$ cat src/rtl/squash_merger.sv
// squash_merger: merges consecutive ordinary commit events into one
// accumulated event (count + last PC) while squash is enabled. Special
// events and enable=0 bypass the accumulator so checking is per-instruction.
module squash_merger #(
  parameter int unsigned MAX_SQUASH = 32,
  parameter int unsigned CNT_W      = 8,
  parameter int unsigned TIMEOUT    = 1024
) (
  input  logic             clock,
  input  logic             reset,
  input  logic             enable,
  input  logic             in_valid,
  output logic             in_ready,
  input  logic [2:0]       in_n,
  input  logic [63:0]      in_pc,
  input  logic             in_special,
  output logic             out_valid,
  input  logic             out_ready,
  output logic [CNT_W-1:0] out_cnt,
  output logic [63:0]      out_pc,
  output logic             out_special
);

  localparam int unsigned TW = (TIMEOUT > 1) ? $clog2(TIMEOUT) : 1;

  logic             r_out_valid;
  logic [CNT_W-1:0] r_out_cnt;
  logic [63:0]      r_out_pc;
  logic             r_out_special;

  logic             r_acc_valid;
  logic [CNT_W-1:0] r_acc_cnt;
  logic [63:0]      r_acc_pc;
  logic [TW-1:0]    r_timer;

  logic             w_out_free;
  logic [CNT_W:0]   w_sum;
  logic             w_timer_max;
  logic             w_flush_trig;
  logic             w_flush;
  logic             w_merge_path;
  logic             w_in_ready;
  logic             w_accept;

  // Flush decision, input handshake and accept qualification
  always_comb begin
    w_out_free   = !r_out_valid || out_ready;
    w_sum        = {1'b0, r_acc_cnt} + (CNT_W+1)'(in_n);
    w_timer_max  = (r_timer == TW'(TIMEOUT - 1));
    w_flush_trig = r_acc_valid &&
                   (!enable ||
                    (r_acc_cnt == CNT_W'(MAX_SQUASH)) ||
                    w_timer_max ||
                    (in_valid && (in_special || (w_sum > (CNT_W+1)'(MAX_SQUASH)))));
    w_flush      = w_flush_trig && w_out_free;
    w_merge_path = enable && !in_special;
    w_in_ready   = !w_flush_trig && (w_merge_path || w_out_free);
    // Zero-length events are consumed without touching any state
    w_accept     = in_valid && w_in_ready && (in_n != 3'd0);
  end

  // Output register, accumulator and age timer
  always_ff @(posedge clock or negedge reset) begin
    if (!reset) begin
      r_out_valid   <= 1'b0;
      r_out_cnt     <= '0;
      r_out_pc      <= '0;
      r_out_special <= 1'b0;
      r_acc_valid   <= 1'b0;
      r_acc_cnt     <= '0;
      r_acc_pc      <= '0;
      r_timer       <= '0;
    end else begin
      if (w_flush) begin
        r_out_valid   <= 1'b1;
        r_out_cnt     <= r_acc_cnt;
        r_out_pc      <= r_acc_pc;
        r_out_special <= 1'b0;
      end else if (w_accept && !w_merge_path) begin
        r_out_valid   <= 1'b1;
        r_out_cnt     <= CNT_W'(in_n);
        r_out_pc      <= in_pc;
        r_out_special <= in_special;
      end else if (out_ready) begin
        r_out_valid   <= 1'b0;
      end

      if (w_flush) begin
        r_acc_valid <= 1'b0;
        r_acc_cnt   <= '0;
        r_timer     <= '0;
      end else begin
        if (r_acc_valid && !w_timer_max) begin
          r_timer <= r_timer + TW'(1);
        end
        if (w_accept && w_merge_path) begin
          if (!r_acc_valid) begin
            r_acc_valid <= 1'b1;
            r_acc_cnt   <= CNT_W'(in_n);
            r_timer     <= '0;
          end else begin
            r_acc_cnt   <= r_acc_cnt + CNT_W'(in_n);
          end
          r_acc_pc <= in_pc;
        end
      end
    end
  end

  assign in_ready    = w_in_ready;
  assign out_valid   = r_out_valid;
  assign out_cnt     = r_out_cnt;
  assign out_pc      = r_out_pc;
  assign out_special = r_out_special;

endmodule

$ cat config.mk
export PLATFORM = sky130hd
export DESIGN_NAME = squash_merger
export DESIGN_NICKNAME = d
export VERILOG_FILES = /design/src/rtl/squash_merger.sv
export SDC_FILE = /design/constraint.sdc
export NUM_CORES = 1
export LEC_CHECK = 0
export CORE_AREA = 2 2 149 180
export DETAILED_ROUTE_END_ITERATION = 10
export DIE_AREA = 0 0 151 182
export PLACE_DENSITY_LB_ADDON = 0.25
export SETUP_SLACK_MARGIN = 0.5
export SLEW_MARGIN = 20
export SYNTH_ARGS = -nofsm -noshare
export SYNTH_HDL_FRONTEND = slang
export SYNTH_SLANG_ARGS = --single-unit
$ cat constraint.sdc
create_clock -name clock -period 3.5 [get_ports clock]
set_input_delay 0.7 -clock clock [delete_from_list [all_inputs] [get_ports clock]]
set_output_delay 0.7 -clock clock [all_outputs]
set_load 0.01 [all_outputs]
==> flow_metrics.py, run 1 <==
metrics = {
    "cts": {
        "clock_sinks": 157,
        "path_clk_slew_ns": 0.07,
        "cts_tree": "built",
        "clock_latency_ns": 0.41,
        "cts_buffer_depth": 2,
        "cts_buffers": 17,
        "htree_num_levels": 4,
        "holdBufCountCts": 0,
        "clock-root-buffer": "clkbuf_16",
    },
    "power_and_ir_drop": {
        "internal_power_mw": 6.515,
        "switching_share": 0.2981,
        "switchingPower_mw": 2.767,
        "p_seq_frac": 0.329,
        "irDropWorstVdd_uv": 342.8,
        "power_frac_clock": 0.205,
        "leakagePower_nw": 4.784,
        "combPwrFrac": 0.467,
        "power_density_mw_per_mm2": 824.8,
    },
    "grt": {
        "grt_max_degree": 64,
        "antenna_found_initial": 0,
        "grt_first_pass_wirelength_um": 31860,
        "gr-total-overflow": 0,
        "grt_pass1_vias": 5607,
        "grt_use_total": 0.1525,
    },
    "floorplan": {
        "fp.dieW_um": 151,
        "io_pins": 148,
        "core_sq_mm": 0.02586,
        "start_util": 0.2845,
        "floorplan.rows": 65,
        "dieHeight_um": 182,
        "dieArea_sq_mm": 0.02748,
    },
    "sta": {
        "worst_pin_slew_ns": 0.9593,
        "fmax_mhz": 287.0,
        "period_share": 0.9955,
        "tns_ns": 0,
        "skew_ns": 0.008700,
        "rsz0062_at_grt": "yes",
        "min_period_ns": 3.484,
        "slew_headroom": 0.3604,
        "slew_violations": 0,
        "setup_viol": 0,
        "finalHoldViolCount": 0,
        "holdWs_ns": 0.2716,
    },
    "yosys": {
        "yosysUniqueCellTypes": 46,
        "synth_area_sq_mm": 0.007357,
        "syn-num-nets": 592,
        "synthFlopType": "dfrtp_1",
        "synthArstFlopShare": 1.000,
        "synth_edf_count": 0,
        "synth_cells": 514,
        "ys_seq_elements": 157,
        "syn_avg_cell_area_sq_um": 14.31,
        "synth.yosys.seq_area_share": 0.5340,
        "ys_warn_count": 0,
    },
    "placed_design": {
        "port_buffers": 147,
        "place_congestion": 0.7579,
        "hpwlAfterDp_um": 11800,
    },
    "final_layout": {
        "num-nets-final": 809,
        "area_growth_pct": 52.96,
        "drive_gt1_frac": 0.4718,
        "n_antenna_cell": 0,
    },
    "min_path": {
        "hold_path.class": "in -> async",
    },
    "setup_path": {
        "crit_family": "simple AND/OR/NAND/NOR gates",
        "critical-path-max-stage-delay_ns": 0.61,
        "path_max_fanout": 2,
        "slowest_stage": "fa_2",
        "reg2reg_depth": 15,
        "r2r_setup_slack_ns": 0.03,
        "setup.worst_path.class": "reg -> out",
        "startpoint_type": "register",
        "worst-path-buf-inv": 3,
        "r2r-end": "out_pc[33]",
        "r2r-start": "r_acc_cnt[0]",
        "required_ns": 2.80,
        "setup.worst_path.end_class": "output port",
        "cp_common_cell": "or4_4",
        "crit_arrival_ns": 2.78,
        "worstSetupPathDepth": 11,
        "path_cells": "ha_4 -> inv_2 -> fa_2 -> nand2b_4 -> buf_4 -> or4_4 -> o22ai_2 -> or4_4 -> nand2_4 -> nor2_4 -> buf_6",
    },
    "drt": {
        "wl_per_cell_um": 18.87,
        "vias_per_cell": 4.669,
        "vias": 5038,
        "drc_errors": 0,
        "detail-route-antenna-nets": 0,
        "drtIter0Drc": 229,
        "wl_um": 20360,
        "first_pass_iters": 4,
    },
    "status": {
        "outcome": "complete, no violations",
    },
    "run": {
        "maxCapViolCount": 0,
    },
}
## registers in the layout, summed over array words and instances, names as in the netlist
register / count
out_special: 1
r_acc_pc: 64
out_valid: 1
r_timer: 10
r_acc_valid: 1
out_cnt: 8
r_acc_cnt: 8
out_pc: 64
## how the worst max path moves through the flow
stage	startpoint	endpoint	slack, ns
floorplan	in_n[0]	out_pc[23]	0.34
global placement	in_n[0]	in_ready	-0.67
detailed placement	in_n[0]	in_ready	-0.73
CTS	r_acc_cnt[0]	in_ready	-0.008
global route	r_acc_cnt[0]	in_ready	-0.05
finish	r_acc_cnt[0]	in_ready	0.02
## layout by cell type, fill, tap and decap left out, types with 4 or more instances in the layout
cell / count
o21ai_0: 5
clkbuf_16: 19
dfrtp_1: 157
nor2_1: 5
nand4_1: 4
xor2_1: 6
clkdlybuf4s50_1: 142
and4_1: 4
buf_4: 27
nor3_4: 7
nand3_1: 11
nor2b_1: 6
buf_16: 16
buf_12: 13
mux2i_1: 6
mux2_2: 152
o22ai_2: 4
nand2_1: 9
buf_6: 17
mux2_4: 48
and3_1: 4
## kinds of logic after synthesis
group / share of synthesized area
AND/OR/NAND/NOR: 0.05647
AO/OA/AOI/OAI: 0.02993
adder cells (fa/ha/maj): 0.009524
multiplexers: 0.3347
flip-flops: 0.5340
buffers and inverters: 0.02585
XOR/XNOR: 0.009524
## worst reg2reg max path: stages, from the launching register on
cell and delay [ns]:
dfrtp_1 0.42, ha_4 0.18, inv_2 0.06, fa_2 0.45
nand2b_4 0.10, buf_6 0.10, o31ai_4 0.04, and4_1 0.23
or4_4 0.54, buf_6 0.14, buf_6 0.10, buf_6 0.11
a21o_4 0.29, buf_6 0.17, buf_16 0.14, mux2_4 0.29
## area by class of cell
| type | instances | area [sq um] |
|---|---|---|
| Multi-Input combinational cell | 326 | 3603 |
| Clock inverter | 13 | 163.9 |
| Inverter | 5 | 18.77 |
| Sequential cell | 157 | 3929 |
| Timing Repair Buffer | 224 | 2686 |
| Clock buffer | 19 | 432.9 |
| Fill cell | 2339 | 14610 |
| Tap cell | 335 | 419.2 |
## synthesized netlist by cell type, types with 5 or more instances
cell,n,area [sq um]
dfrtp_1,157,3929
a21oi_1,5,25.02
nand2_1,11,41.29
buf_4,5,37.54
mux2_4,40,600.6
mux2i_1,6,60.06
xor2_1,6,52.55
nor2b_1,6,37.54
mux2_1,5,56.30
o21ai_0,5,25.02
mux2_2,155,1745
nor2_1,7,26.28
inv_1,5,18.77
buf_6,6,67.56
buf_2,5,25.02
and3_1,6,37.54
clkbuf_1,10,37.54
nor3_1,10,50.05
nand3_1,11,55.05
## per-layer routing
metal	global-route usage	wire length, um
met3	0.03266	807
met1	0.1812	8344
met5	0	0
met2	0.2760	10910
met4	0.04037	291
## per-stage QoR
step	cells	worst slack (ns)	cell area, sq um	utilization	total power [mW]
final	1079	0.01581	11250	0.4351	9.281
after detailed placement	998	-0.7314	9465	0.3660	6.657
after global placement	998	-0.6691	9465	0.3660	6.510
after global routing	1079	-0.05238	11250	0.4351	9.856
after CTS	1072	-0.008075	10890	0.4212	9.158
after floorplan	514	0.3397	7473	-	5.159
## power by group through the flow
stage	combinational [mW]	clock [mW]	sequential, mW
after floorplan	2.01	0	3.15
after global placement	3.48	0	3.03
after detailed placement	3.57	0	3.08
after CTS	4.11	1.99	3.06
after global routing	4.63	2.06	3.16
final	4.33	1.90	3.05
## what timing repair did
action / CTS / global route
resized for setup: 56 / 44
pin swaps: 8 / 20
endpoints found under the setup margin: 157 / 157
gates cloned: 18 / 2
setup buffers: 24 / 5
No activity file was read; power rests on OpenSTA's default activity.
==> run 2: changes to the inputs <==
- CORE_AREA: 2 2 149 180 -> 4 4 151 182
- DIE_AREA: 0 0 151 182 -> 0 0 155 186
==> run 2 against run 1 <==
Compared with the run above: fmax up 1.8%; sequential share of layout area is 1.5 points higher; count of clock-buffer cells in the layout down 2; combinational power down 5.8%.
==> flow_metrics.py, run 2 (synthesis results as in run 1) <==
metrics = {
    "status": {
        "outcome": "complete, no violations",
    },
    "drt": {
        "vias": 4991,
        "wl_um": 20280,
        "vias_per_cell": 4.708,
        "drtIter0Drc": 152,
        "wl_per_cell_um": 19.14,
        "detail-route-antenna-nets": 0,
        "drc_errors": 0,
        "first_pass_iters": 4,
    },
    "placed_design": {
        "hpwlAfterDp_um": 12390,
        "place_congestion": 0.7998,
        "dp.cells": 993,
        "port_buffers": 147,
        "dp_slack_ns": -0.7282,
    },
    "cts": {
        "cts_buffers": 17,
        "cts_buffer_depth": 2,
        "clock_sinks": 157,
        "htree_num_levels": 4,
        "cts_tree": "built",
        "clock_latency_ns": 0.42,
        "clock-root-buffer": "clkbuf_16",
        "path_clk_slew_ns": 0.07,
    },
    "power_and_ir_drop": {
        "leakagePower_nw": 4.650,
        "irDropWorstVdd_uv": 357.3,
        "total_power_mw": 9.030,
        "power_density_mw_per_mm2": 838.0,
    },
    "setup_path": {
        "path_cells": "ha_4 -> inv_4 -> fa_2 -> nand2b_4 -> and2_4 -> and4_1 -> or4_4 -> nand2_2 -> nor2_2 -> buf_2",
        "critical-path-max-stage-delay_ns": 0.52,
        "slowest_stage": "or4_4",
        "startpoint_type": "register",
        "setup.worst_path.class": "reg -> out",
        "crit_arrival_ns": 2.72,
        "path_max_fanout": 2,
        "setup.worst_path.end_class": "output port",
        "required_ns": 2.80,
    },
    "grt": {
        "grt_use_total": 0.1342,
        "grt_pass1_vias": 5600,
        "antenna_found_initial": 1,
        "grt_first_pass_wirelength_um": 30520,
        "gr-total-overflow": 0,
        "grt_max_degree": 74,
    },
    "final_layout": {
        "layoutNonFillerInstCount": 1060,
        "num-nets-final": 795,
        "drive_gt1_frac": 0.4370,
        "layout_commonest_cell": "dfrtp_1",
        "layout_common_cells": "dfrtp_1 (157), mux2_2 (153), clkdlybuf4s50_1 (142), mux2_4 (47), buf_4 (27)",
        "n_antenna_cell": 0,
        "area_growth_pct": 46.46,
    },
    "sta": {
        "fin_ws_ns": 0.07818,
        "slew_violations": 0,
        "worst_pin_slew_ns": 0.6012,
        "setup_viol": 0,
        "fmax_mhz": 292.2,
        "slew_headroom": 0.5982,
        "finalHoldViolCount": 0,
        "min_period_ns": 3.422,
        "skew_ns": 0.01330,
        "period_share": 0.9777,
        "rsz0062_at_grt": "yes",
    },
    "floorplan": {
        "dieHeight_um": 186,
        "io_pins": 148,
        "dieArea_sq_mm": 0.02883,
        "start_util": 0.2880,
        "floorplan.rows": 64,
        "fp.dieW_um": 155,
        "core_sq_mm": 0.02554,
    },
    "run": {
        "maxCapViolCount": 0,
    },
    "min_path": {
        "hold_path.class": "in -> async",
    },
}
run 2: changes by cell type in the layout (fill, tap and decap cells not counted), moves of 3 or more:
cell and change:
a21oi_1 +3, buf_12 -4, buf_16 -8, buf_6 -5
clkbuf_16 +4, inv_6 +3, nor3_1 +9, nor3_4 -7
o22ai_1 +3, o22ai_2 -3
run 2: routing by layer:
metal | track usage | vias up | routed length (um) | share of wire
met5 | 0 | - | 7 | 0.00035
met4 | 0.04276 | 2 | 295 | 0.015
met3 | 0.03488 | 21 | 975 | 0.048
met2 | 0.2473 | 128 | 10850 | 0.53
met1 | 0.1512 | 2555 | 8157 | 0.40
li1 | - | 2285 | - | -
run 2: layout make-up:
| type | count | area, sq um |
|---|---|---|
| fill | 2308 | 14770 |
| tap | 330 | 412.9 |
| sequential | 157 | 3929 |
| multi-input combinational | 326 | 3425 |
| clock buffer | 17 | 425.4 |
| timing repair buffer | 210 | 2387 |
| clock inverter | 15 | 175.2 |
| inverter | 5 | 21.27 |
run 2: where the power goes:
group	switching, mW	total, mW	internal (mW)
Clock	0.829	1.91	1.08
Sequential	0.449	3.04	2.59
Combinational	1.44	4.08	2.64
Total	2.72	9.03	6.31
run 2: critical path, delay by kind of cell (launching register included):
family | cells | cell delay (ns)
buffers and inverters | 2 | 0.17
adders and majority gates | 2 | 0.59
and+or+nand+nor | 6 | 1.12
DFF | 1 | 0.40
run 2: worst paths after layout:
check                             startpoint      endpoint  slack [ns]  depth (start not counted)
worst max-delay path            r_acc_cnt[0]      in_ready        0.08                         10
worst min-delay path                   reset   r_acc_pc[9]        0.23                          1
worst max register to register  r_acc_cnt[0]     out_pc[6]        0.10                         14
worst min register to register  r_acc_pc[51]    out_pc[51]        0.50                          1
max in group asynchronous              reset  r_acc_cnt[5]        2.43                          2
min in group clock              r_acc_pc[51]    out_pc[51]        0.50                          1
run 2: repair_timing:
item                       4_1_cts  5_1_grt
pin swaps                        7        8
gates resized for setup         25       22
hold buffers                     0        0
setup buffers                   11        7
setup endpoints to repair      157      150
cloned                           7       10
run 2: stage by stage:
stage	TNS [ns]	util	hold slack, ns	instance area, sq um
after floorplan	0	-	0.4044	7473
after global placement	-36.77	0.3718	0.4825	9497
after detailed placement	-46.44	0.3718	0.4886	9497
after CTS	0	0.4085	0.2438	10430
after global routing	-0.04028	0.4218	0.2644	10780
final	0	0.4218	0.2316	10780
==> run 3: changes to the inputs <==
- HOLD_SLACK_MARGIN: unset -> 0.06
- clock period: 3.5 -> 4.2 ns (I/O delays scaled with it)
==> run 3 against run 2 <==
Compared with the run above: sequential cell count unchanged; combinational power down 29%; clock skew fell by 0.0022 ns; power decreased by 23%; die area unchanged; sequential share of layout area up 2.8 points; worst setup slack improved by 0.47 ns; register-to-register slack improved by 0.94 ns; non-clock buffer count fell by 38; critical path depth rose by 1; highest routed layer is now met4.
==> flow_metrics.py, run 3 (synthesis results as in run 1) <==
metrics = {
    "sta": {
        "min_period_ns": 3.652,
        "fmax_mhz": 273.8,
        "tns_ns": 0,
        "setup_viol": 0,
        "fin_ws_ns": 0.5476,
        "skew_ns": 0.01109,
        "slew_headroom": 0.5377,
        "worst_pin_slew_ns": 0.6934,
        "finalHoldViolCount": 0,
        "rsz0062_at_grt": "yes",
        "period_share": 0.8696,
        "slew_violations": 0,
    },
    "floorplan": {
        "floorplan.rows": 64,
        "dieArea_sq_mm": 0.02883,
        "core_sq_mm": 0.02554,
        "fp.dieW_um": 155,
        "dieHeight_um": 186,
        "start_util": 0.2880,
        "io_pins": 148,
    },
    "cts": {
        "cts_tree": "built",
        "cts_buffer_depth": 2,
        "clock-root-buffer": "clkbuf_16",
        "clock_latency_ns": 0.42,
        "cts_buffers": 17,
        "clock_sinks": 157,
        "path_clk_slew_ns": 0.07,
        "htree_num_levels": 4,
    },
    "power_and_ir_drop": {
        "power_density_mw_per_mm2": 699.1,
        "irDropWorstVdd_uv": 264.3,
        "leakagePower_nw": 4.248,
    },
    "drt": {
        "drc_errors": 0,
        "wl_um": 17410,
        "wl_per_cell_um": 17.05,
        "detail-route-antenna-nets": 0,
        "vias_per_cell": 4.696,
        "vias": 4795,
        "drtIter0Drc": 174,
        "first_pass_iters": 4,
    },
    "grt": {
        "grt_first_pass_wirelength_um": 28610,
        "grt_pass1_vias": 5486,
        "gr-total-overflow": 0,
        "grt_use_total": 0.1229,
        "grt_max_degree": 89,
        "antenna_found_initial": 0,
    },
    "final_layout": {
        "n_antenna_cell": 0,
        "layout_commonest_cell": "dfrtp_1",
        "multiInputGateArea_sq_mm": 0.003329,
        "fill_cells": 2396,
        "layout_common_cells": "dfrtp_1 (156), mux2_2 (155), clkdlybuf4s50_1 (142), mux2_4 (40), buf_4 (19)",
        "num-nets-final": 756,
        "final_core_util": 0.3916,
        "area_growth_pct": 35.95,
        "seq_area_sq_mm": 0.003930,
        "drive_gt1_frac": 0.3936,
    },
    "setup_path": {
        "path_cells": "buf_8 -> ha_4 -> inv_2 -> fa_2 -> xnor2_2 -> o31ai_1 -> and4_1 -> or4_4 -> nand2_4 -> nor2_1 -> buf_2",
        "crit_arrival_ns": 2.81,
        "critPathLaunch": "in_n[0]",
        "reg2reg_depth": 11,
        "r2r-start": "r_acc_cnt[0]",
        "slowest_stage": "or4_4",
        "critical-path-max-stage-delay_ns": 0.56,
        "setup.worst_path.class": "in -> out",
        "required_ns": 3.36,
        "path_max_fanout": 4,
        "startpoint_type": "primary input",
        "setup.worst_path.end_class": "output port",
    },
    "run": {
        "maxCapViolCount": 0,
    },
    "placed_design": {
        "dp_slack_ns": -0.4134,
        "hpwlAfterDp_um": 11780,
        "port_buffers": 147,
        "place_congestion": 0.7608,
    },
    "min_path": {
        "hold_path.class": "in -> async",
    },
    "status": {
        "outcome": "complete, no violations",
    },
}
run 3: final cells by class:
| cell class | instances | area share |
|---|---|---|
| clock buffer | 18 | 0.04391 |
| multi-input combinational | 325 | 0.3329 |
| clock inverter | 14 | 0.01514 |
| timing repair buffer | 172 | 0.1720 |
| tap | 330 | 0.04128 |
| inverter | 5 | 0.001876 |
| sequential | 157 | 0.3929 |
run 3: worst max-delay path, delay by kind of cell:
| family | cells | cell delay [ns] |
|---|---|---|
| buffers and inverters | 3 | 0.25 |
| AND/OR/NAND/NOR | 4 | 0.90 |
| adder cells (fa/ha/maj) | 2 | 0.50 |
| AO/OA/AOI/OAI | 1 | 0.10 |
| XOR/XNOR | 1 | 0.23 |
run 3: through the flow:
step	instances	hold slack (ns)	instance area, sq um	total power [mW]
2_1_floorplan	514	0.4541	7357	4.220
3_3_place_gp	984	0.4585	9306	5.320
3_5_place_dp	984	0.4800	9306	5.438
4_1_cts	1019	0.4380	9956	7.096
5_1_grt	1021	0.4739	10000	7.445
6_report	1021	0.4243	10000	6.992
run 3: layer usage:
layer  vias to the layer above  track usage  wire (um)
li1                       2196            -          -
met1                      2467       0.1399       7147
met2                       115       0.2165       8889
met3                        17      0.04070       1132
met4                         0      0.04205        242
met5                         -            0          0
run 3: worst paths after layout:
check                          endpoint  slack (ns)
setup / recovery               in_ready        0.55
hold / removal               out_pc[54]        0.42
setup reg to reg             out_pc[31]        1.04
hold reg to reg              out_pc[30]        0.49
max in group asynchronous  r_acc_pc[20]        2.85
min in group clock           out_pc[30]        0.49
run 3: timing repair:
action,CTS,global route
setup endpoints to repair,69,1
gates cloned,0,0
gates resized for setup,18,11
hold buffers,0,0
buffers inserted,3,2
pin swaps,6,8
run 3: report_power, final:
group          leakage, nW  switching, mW  internal (mW)
Sequential            1.90          0.387           2.16
Clock                0.291          0.697          0.861
Combinational         2.06           1.03           1.86
Total                 4.25           2.11           4.88
